File: src/rtl/fp_accumulate.sv
// Streaming FP vector reducer: elements alternate between two partial-sum lanes
// feeding one 2-cycle fp_add, then the two lanes are combined into the vector sum.

module fp_add #(
  parameter int EXP   = 8,
  parameter int MANT  = 7,
  parameter int WIDTH = EXP + MANT + 1
) (
  input  logic             clock,
  input  logic [WIDTH-1:0] dataa,
  input  logic [WIDTH-1:0] datab,
  output logic [WIDTH-1:0] result
);
  // carry | hidden 1 | MANT | 3 guard bits; lower bits are truncated, denormals flush to zero
  localparam int SW  = MANT + 5;
  localparam int LZW = $clog2(SW);

  function automatic logic [LZW-1:0] clz(input logic [SW-2:0] v);
    clz = LZW'(SW - 1);
    for (int i = 0; i < SW - 1; i++)
      if (v[i]) clz = LZW'(SW - 2 - i);
  endfunction

  logic             w_swap, w_sub;
  logic [WIDTH-1:0] w_big, w_sml;
  logic [EXP-1:0]   w_eb, w_es;
  logic [SW-1:0]    w_big_x, w_sml_x, w_sum;

  logic             r_s1_sign;
  logic [EXP-1:0]   r_s1_exp;
  logic [SW-1:0]    r_s1_sum;

  always_comb begin
    w_swap  = datab[WIDTH-2:0] > dataa[WIDTH-2:0];
    w_big   = w_swap ? datab : dataa;
    w_sml   = w_swap ? dataa : datab;
    w_eb    = w_big[WIDTH-2 -: EXP];
    w_es    = w_sml[WIDTH-2 -: EXP];
    w_big_x = (w_eb != '0) ? {2'b01, w_big[MANT-1:0], 3'b000} : '0;
    w_sml_x = (w_es != '0) ? ({2'b01, w_sml[MANT-1:0], 3'b000} >> (w_eb - w_es)) : '0;
    w_sub   = w_big[WIDTH-1] ^ w_sml[WIDTH-1];
    w_sum   = w_sub ? (w_big_x - w_sml_x) : (w_big_x + w_sml_x);
  end

  always_ff @(posedge clock) begin
    r_s1_sign <= w_big[WIDTH-1];
    r_s1_exp  <= w_eb;
    r_s1_sum  <= w_sum;
  end

  logic [LZW-1:0]  w_lz;
  logic [EXP-1:0]  w_lz_e, w_exp_inc;
  logic [SW-1:0]   w_norm;
  logic [MANT-1:0] w_mant;
  logic [WIDTH-1:0] w_res;

  always_comb begin
    w_lz      = clz(r_s1_sum[SW-2:0]);
    w_lz_e    = {{(EXP-LZW){1'b0}}, w_lz};
    w_exp_inc = r_s1_exp + 1'b1;
    w_norm    = r_s1_sum[SW-1] ? (r_s1_sum >> 1) : (r_s1_sum << w_lz);
    w_mant    = MANT'(w_norm >> (SW - 2 - MANT));
    if (r_s1_sum == '0)
      w_res = '0;
    else if (r_s1_sum[SW-1])
      w_res = (&w_exp_inc) ? {r_s1_sign, {EXP{1'b1}}, {MANT{1'b0}}}
                           : {r_s1_sign, w_exp_inc, w_mant};
    else if (w_lz_e >= r_s1_exp)
      w_res = '0;
    else
      w_res = {r_s1_sign, r_s1_exp - w_lz_e, w_mant};
  end

  always_ff @(posedge clock)
    result <= w_res;
endmodule

module fp_accumulate #(
  parameter int EXP   = 8,
  parameter int MANT  = 7,
  parameter int WIDTH = EXP + MANT + 1
) (
  input  logic             clock,
  input  logic             clock_sreset,
  input  logic             in_valid,
  input  logic             in_last,
  input  logic [WIDTH-1:0] in_data,
  output logic             in_ready,
  output logic             out_valid,
  output logic [WIDTH-1:0] out_data
);
  typedef enum logic [1:0] {ACCUM, DRAIN, FINAL} state_t;
  typedef struct packed { logic v; logic lane; logic fin; } tag_t;

  state_t                  r_state;
  logic                    r_lane;
  logic [1:0]              r_used;
  logic [1:0][WIDTH-1:0]   r_acc;
  tag_t [2:1]              r_tag;
  logic [WIDTH-1:0]        r_out;

  logic                    w_accept, w_ret, w_out, w_fin_issue;
  logic [1:0][WIDTH-1:0]   w_part;
  logic [WIDTH-1:0]        w_dataa, w_datab, w_res;
  tag_t                    w_tag0;

  assign in_ready  = (r_state == ACCUM) & ~clock_sreset;
  assign w_accept  = in_valid & in_ready;
  assign w_ret     = r_tag[2].v & ~r_tag[2].fin;
  assign w_out     = r_tag[2].v & r_tag[2].fin;
  assign out_valid = w_out & ~clock_sreset;
  assign out_data  = clock_sreset ? '0 : (w_out ? w_res : r_out);

  // A lane result returning this cycle bypasses the not-yet-written accumulator
  for (genvar l = 0; l < 2; l++) begin : g_part
    assign w_part[l] = (w_ret && r_tag[2].lane == 1'(l)) ? w_res : r_acc[l];
  end

  // DRAIN is exactly one cycle, so the first lane return seen in FINAL is the last element's
  assign w_fin_issue = (r_state == FINAL) & w_ret;

  always_comb begin
    w_dataa = in_data;
    w_datab = r_used[r_lane] ? w_part[r_lane] : '0;
    if (w_fin_issue) begin
      w_dataa = r_used[0] ? w_part[0] : '0;
      w_datab = r_used[1] ? w_part[1] : '0;
    end
    w_tag0 = '{v: w_accept | w_fin_issue, lane: r_lane, fin: w_fin_issue};
  end

  fp_add #(.EXP(EXP), .MANT(MANT), .WIDTH(WIDTH)) u_add (
    .clock  (clock),
    .dataa  (w_dataa),
    .datab  (w_datab),
    .result (w_res)
  );

  always_ff @(posedge clock) begin
    if (clock_sreset) begin
      r_state <= ACCUM;
      r_lane  <= 1'b0;
      r_used  <= '0;
      r_acc   <= '0;
      r_tag   <= '0;
      r_out   <= '0;
    end else begin
      r_tag <= {r_tag[1], w_tag0};
      if (w_ret) r_acc[r_tag[2].lane] <= w_res;
      if (w_out) r_out <= w_res;
      case (r_state)
        ACCUM: if (w_accept) begin
          r_used[r_lane] <= 1'b1;
          r_lane         <= in_last ? 1'b0 : ~r_lane;
          if (in_last) r_state <= DRAIN;
        end
        DRAIN: r_state <= FINAL;
        FINAL: if (w_out) begin
          r_state <= ACCUM;
          r_used  <= '0;
        end
        default: r_state <= ACCUM;
      endcase
    end
  end
endmodule

File: config.mk
export PLATFORM = sky130hd
export DESIGN_NAME = fp_accumulate
export DESIGN_NICKNAME = d
export VERILOG_FILES = /design/src/rtl/fp_accumulate.sv
export SDC_FILE = /design/constraint.sdc
export NUM_CORES = 1
export LEC_CHECK = 0
export CORE_ASPECT_RATIO = 0.6
export CORE_UTILIZATION = 39
export DETAILED_ROUTE_END_ITERATION = 8
export GPL_ROUTABILITY_DRIVEN = 1
export GPL_TIMING_DRIVEN = 1
export SLEW_MARGIN = 15
export SYNTH_ARGS = -nofsm -noshare
export SYNTH_HDL_FRONTEND = slang
export SYNTH_SLANG_ARGS = --single-unit
File: constraint.sdc
create_clock -name clock -period 13.9 [get_ports clock]
set_input_delay 2.78 -clock clock [delete_from_list [all_inputs] [get_ports clock]]
set_output_delay 2.78 -clock clock [all_outputs]
set_load 0.02 [all_outputs]
==> impl_metrics.toml <==
[placed_design]
gp_congestion = 0.937
dp_hpwl_um = 15700
place_area_um2 = 7330
placed_cells = 1075
post-place-ws_ps = 3610
io_buffers = 37

[worst_setup_path]
crit_path_max_fanout = 20
r2r-start = "r_tag[5]"
cp_common_cell = "ha_1"
crit_family = "compound AO/OA/AOI/OAI gates"
worst-path-buf-inv = 3
reg2regPathDepth = 31
crit_path_top_delay_cell = "xnor2_1"
critPathKind = "in2reg"
cp_slowest_stage_delay_ps = 640
regToRegEndpoint = "u_add.r_s1_sum[11]"
arrival_ps = 10420
end_kind = "flip-flop"
rrSetupSlack_ps = 4220
critPathRequiredTime_ps = 14170
start_kind = "input port"

[global_routing]
grt_max_degree = 60
antenna_found_initial = 0
first_global_vias = 5631
grt_overflow_total = 0
grt_pass1_wl_um = 32400
grt_use_total = 0.228

[final_layout]
area_growth_pct = 11.9
fin_util = 0.446
n_antenna_cell = 0
nets = 904
layout-drive-gt1-share = 0.0793
final_area_um2 = 7630
instances_no_fill = 1091

[routing]
drc_errors = 0
wl_um = 20400
avgViaCountPerCell = 5.83
dr.pass1.iters = 5
first_iter_violations = 701
vias = 6356
wl_per_cell_um = 18.7
ant_nets = 0

[floorplan]
die_h_um = 104
die_w_um = 173
core_area_um2 = 17100
rows = 37
ioPinCount = 38
initial_core_util = 0.398
die_area_um2 = 18000

[timing]
layout_worst_path_cycle_share = 0.730
whs_ps = 436
grt_setup_unrepaired = "no"
clock_skew_ps = 6.97
fin_ws_ps = 3750
tightest_slew_ps = 1100
tns_ps = 0
timing.slew.headroom = 0.270
drv_slew = 0
fmax_mhz = 98.5
hold_viol = 0
finalSetupViolCount = 0
period_minus_slack_ps = 10150

[synthesis]
ys_warn_count = 0
yosysSeqAreaShare = 0.282
synth-edff-count = 0
syn_avg_cell_area_um2 = 8.11
synth.top_cell.area_share = 0.282
syn-cell-area_um2 = 6820
synth_seq_cells = 96
syn_inst = 841
yosysTopAreaCell = "dfxtp_1"
yosys.cell_count.top_type = "nor2_1"
synth-async-reset-ratio = 0
synth.area.top_cells = "dfxtp_1 28%, mux2i_1 7.8%, nor2_1 6.3%"
syn_nets = 893
synth-main-ff-cell = "dfxtp_1"
synth_commonest_cells = "115 x nor2_1, 96 x dfxtp_1, 75 x nand2_1"
ys_types = 94

[hold_path]
hp-start = "r_tag[1]"
hold_path_class = "reg2reg"
whs_endpoint = "r_tag[4]"
holdPathStages = 1

[clock_network]
clk_pin_slew_ps = 70
clockBufferDepth = 2
cts_resized = 0
cts_tree = "done"
clk_latency_ps = 350
cts_buffers = 9
htreeDepth = 3
cts_hold_buf = 0
post-cts-setup-buffer-count = 0
clock_sinks = 96
cts-root-buf = "clkbuf_16"

[pwr]
max-vdd-ir-drop_uv = 60.6
leakage_nw = 3.08
p_sw_mw = 0.231
power_frac_seq = 0.454
power_density_nw_per_um2 = 93.3
clkPwrFrac = 0.341
pwr-share-comb = 0.205
swShare = 0.324
p_int_mw = 0.481
p_total_mw = 0.712

[job]
drv_cap = 0

[outcome]
status = "complete, no violations"
flip-flops by register name, summed over array words and instances (netlist names):
register / cells
r_used: 2
r_lane: 1
r_tag: 6
r_state: 2
u_add.r_s1_exp: 8
u_add.r_s1_sum: 12
u_add.result: 16
r_out: 16
u_add.r_s1_sign: 1
r_acc: 32
worst max-delay path by stage:
stage	startpoint	end	slack (ps)	cells after the start
floorplan	in_data[13]	u_add.r_s1_sum[11]	4980	31
global placement	in_data[7]	u_add.r_s1_sum[11]	3780	29
detailed placement	in_data[7]	u_add.r_s1_sum[11]	3610	29
CTS	in_data[7]	u_add.r_s1_sum[11]	3940	29
global route	in_data[13]	u_add.r_s1_sum[11]	3130	30
finish	in_data[13]	u_add.r_s1_sum[11]	3750	30
cells by family after synthesis:
kind of cell    Yosys count  synth area share
compound gates          235             0.241
xor+xnor                 31            0.0426
fa+ha+maj                32            0.0598
buf+inv                  71            0.0451
flops                    96             0.282
mux                      65             0.111
simple gates            311             0.219
routing by layer:
metal  part of all wire  global-route usage  wire length (µm)
met1               0.54               0.383             11100
met2               0.36               0.281              7370
met3              0.090              0.0490              1830
met4             0.0062              0.0367               126
met5                  0                   0                 0
power groups by stage:
stage	combinational [mW]	clock [mW]	sequential, mW
after floorplan	0.110	0	0.313
after global placement	0.144	0	0.329
after detailed placement	0.143	0	0.328
after CTS	0.144	0.247	0.322
after global routing	0.161	0.259	0.325
final	0.146	0.243	0.323
final cells by class:
type | instances | area (µm²)
well taps | 234 | 293
multi-input cells | 674 | 4600
fillers | 1739 | 9500
flip-flops and latches | 96 | 1920
repair buffers | 44 | 418
clock buffers | 9 | 225
inverters | 27 | 104
clock inverters | 7 | 75.1
cell usage in the layout (no fill, tap or decap), types with 8 or more instances in the layout:
cell | Yosys | routed
ha_1 | 31 | 31
and3_1 | 9 | 9
nor2_1 | 115 | 115
nor2b_1 | 11 | 11
o22ai_1 | 18 | 18
xnor2_1 | 19 | 19
o211ai_1 | 10 | 10
a21oi_1 | 69 | 69
dfxtp_1 | 96 | 96
nor3_1 | 20 | 20
and2_1 | 10 | 10
clkdlybuf4s50_1 | 0 | 36
inv_1 | 25 | 25
o21ai_1 | 9 | 8
nand2_1 | 75 | 75
a211oi_1 | 22 | 22
nand3_1 | 20 | 20
mux2i_1 | 53 | 53
o21ai_0 | 27 | 27
clkbuf_16 | 0 | 9
xor2_1 | 11 | 11
Note: power is estimated with default switching activity, not from simulation.
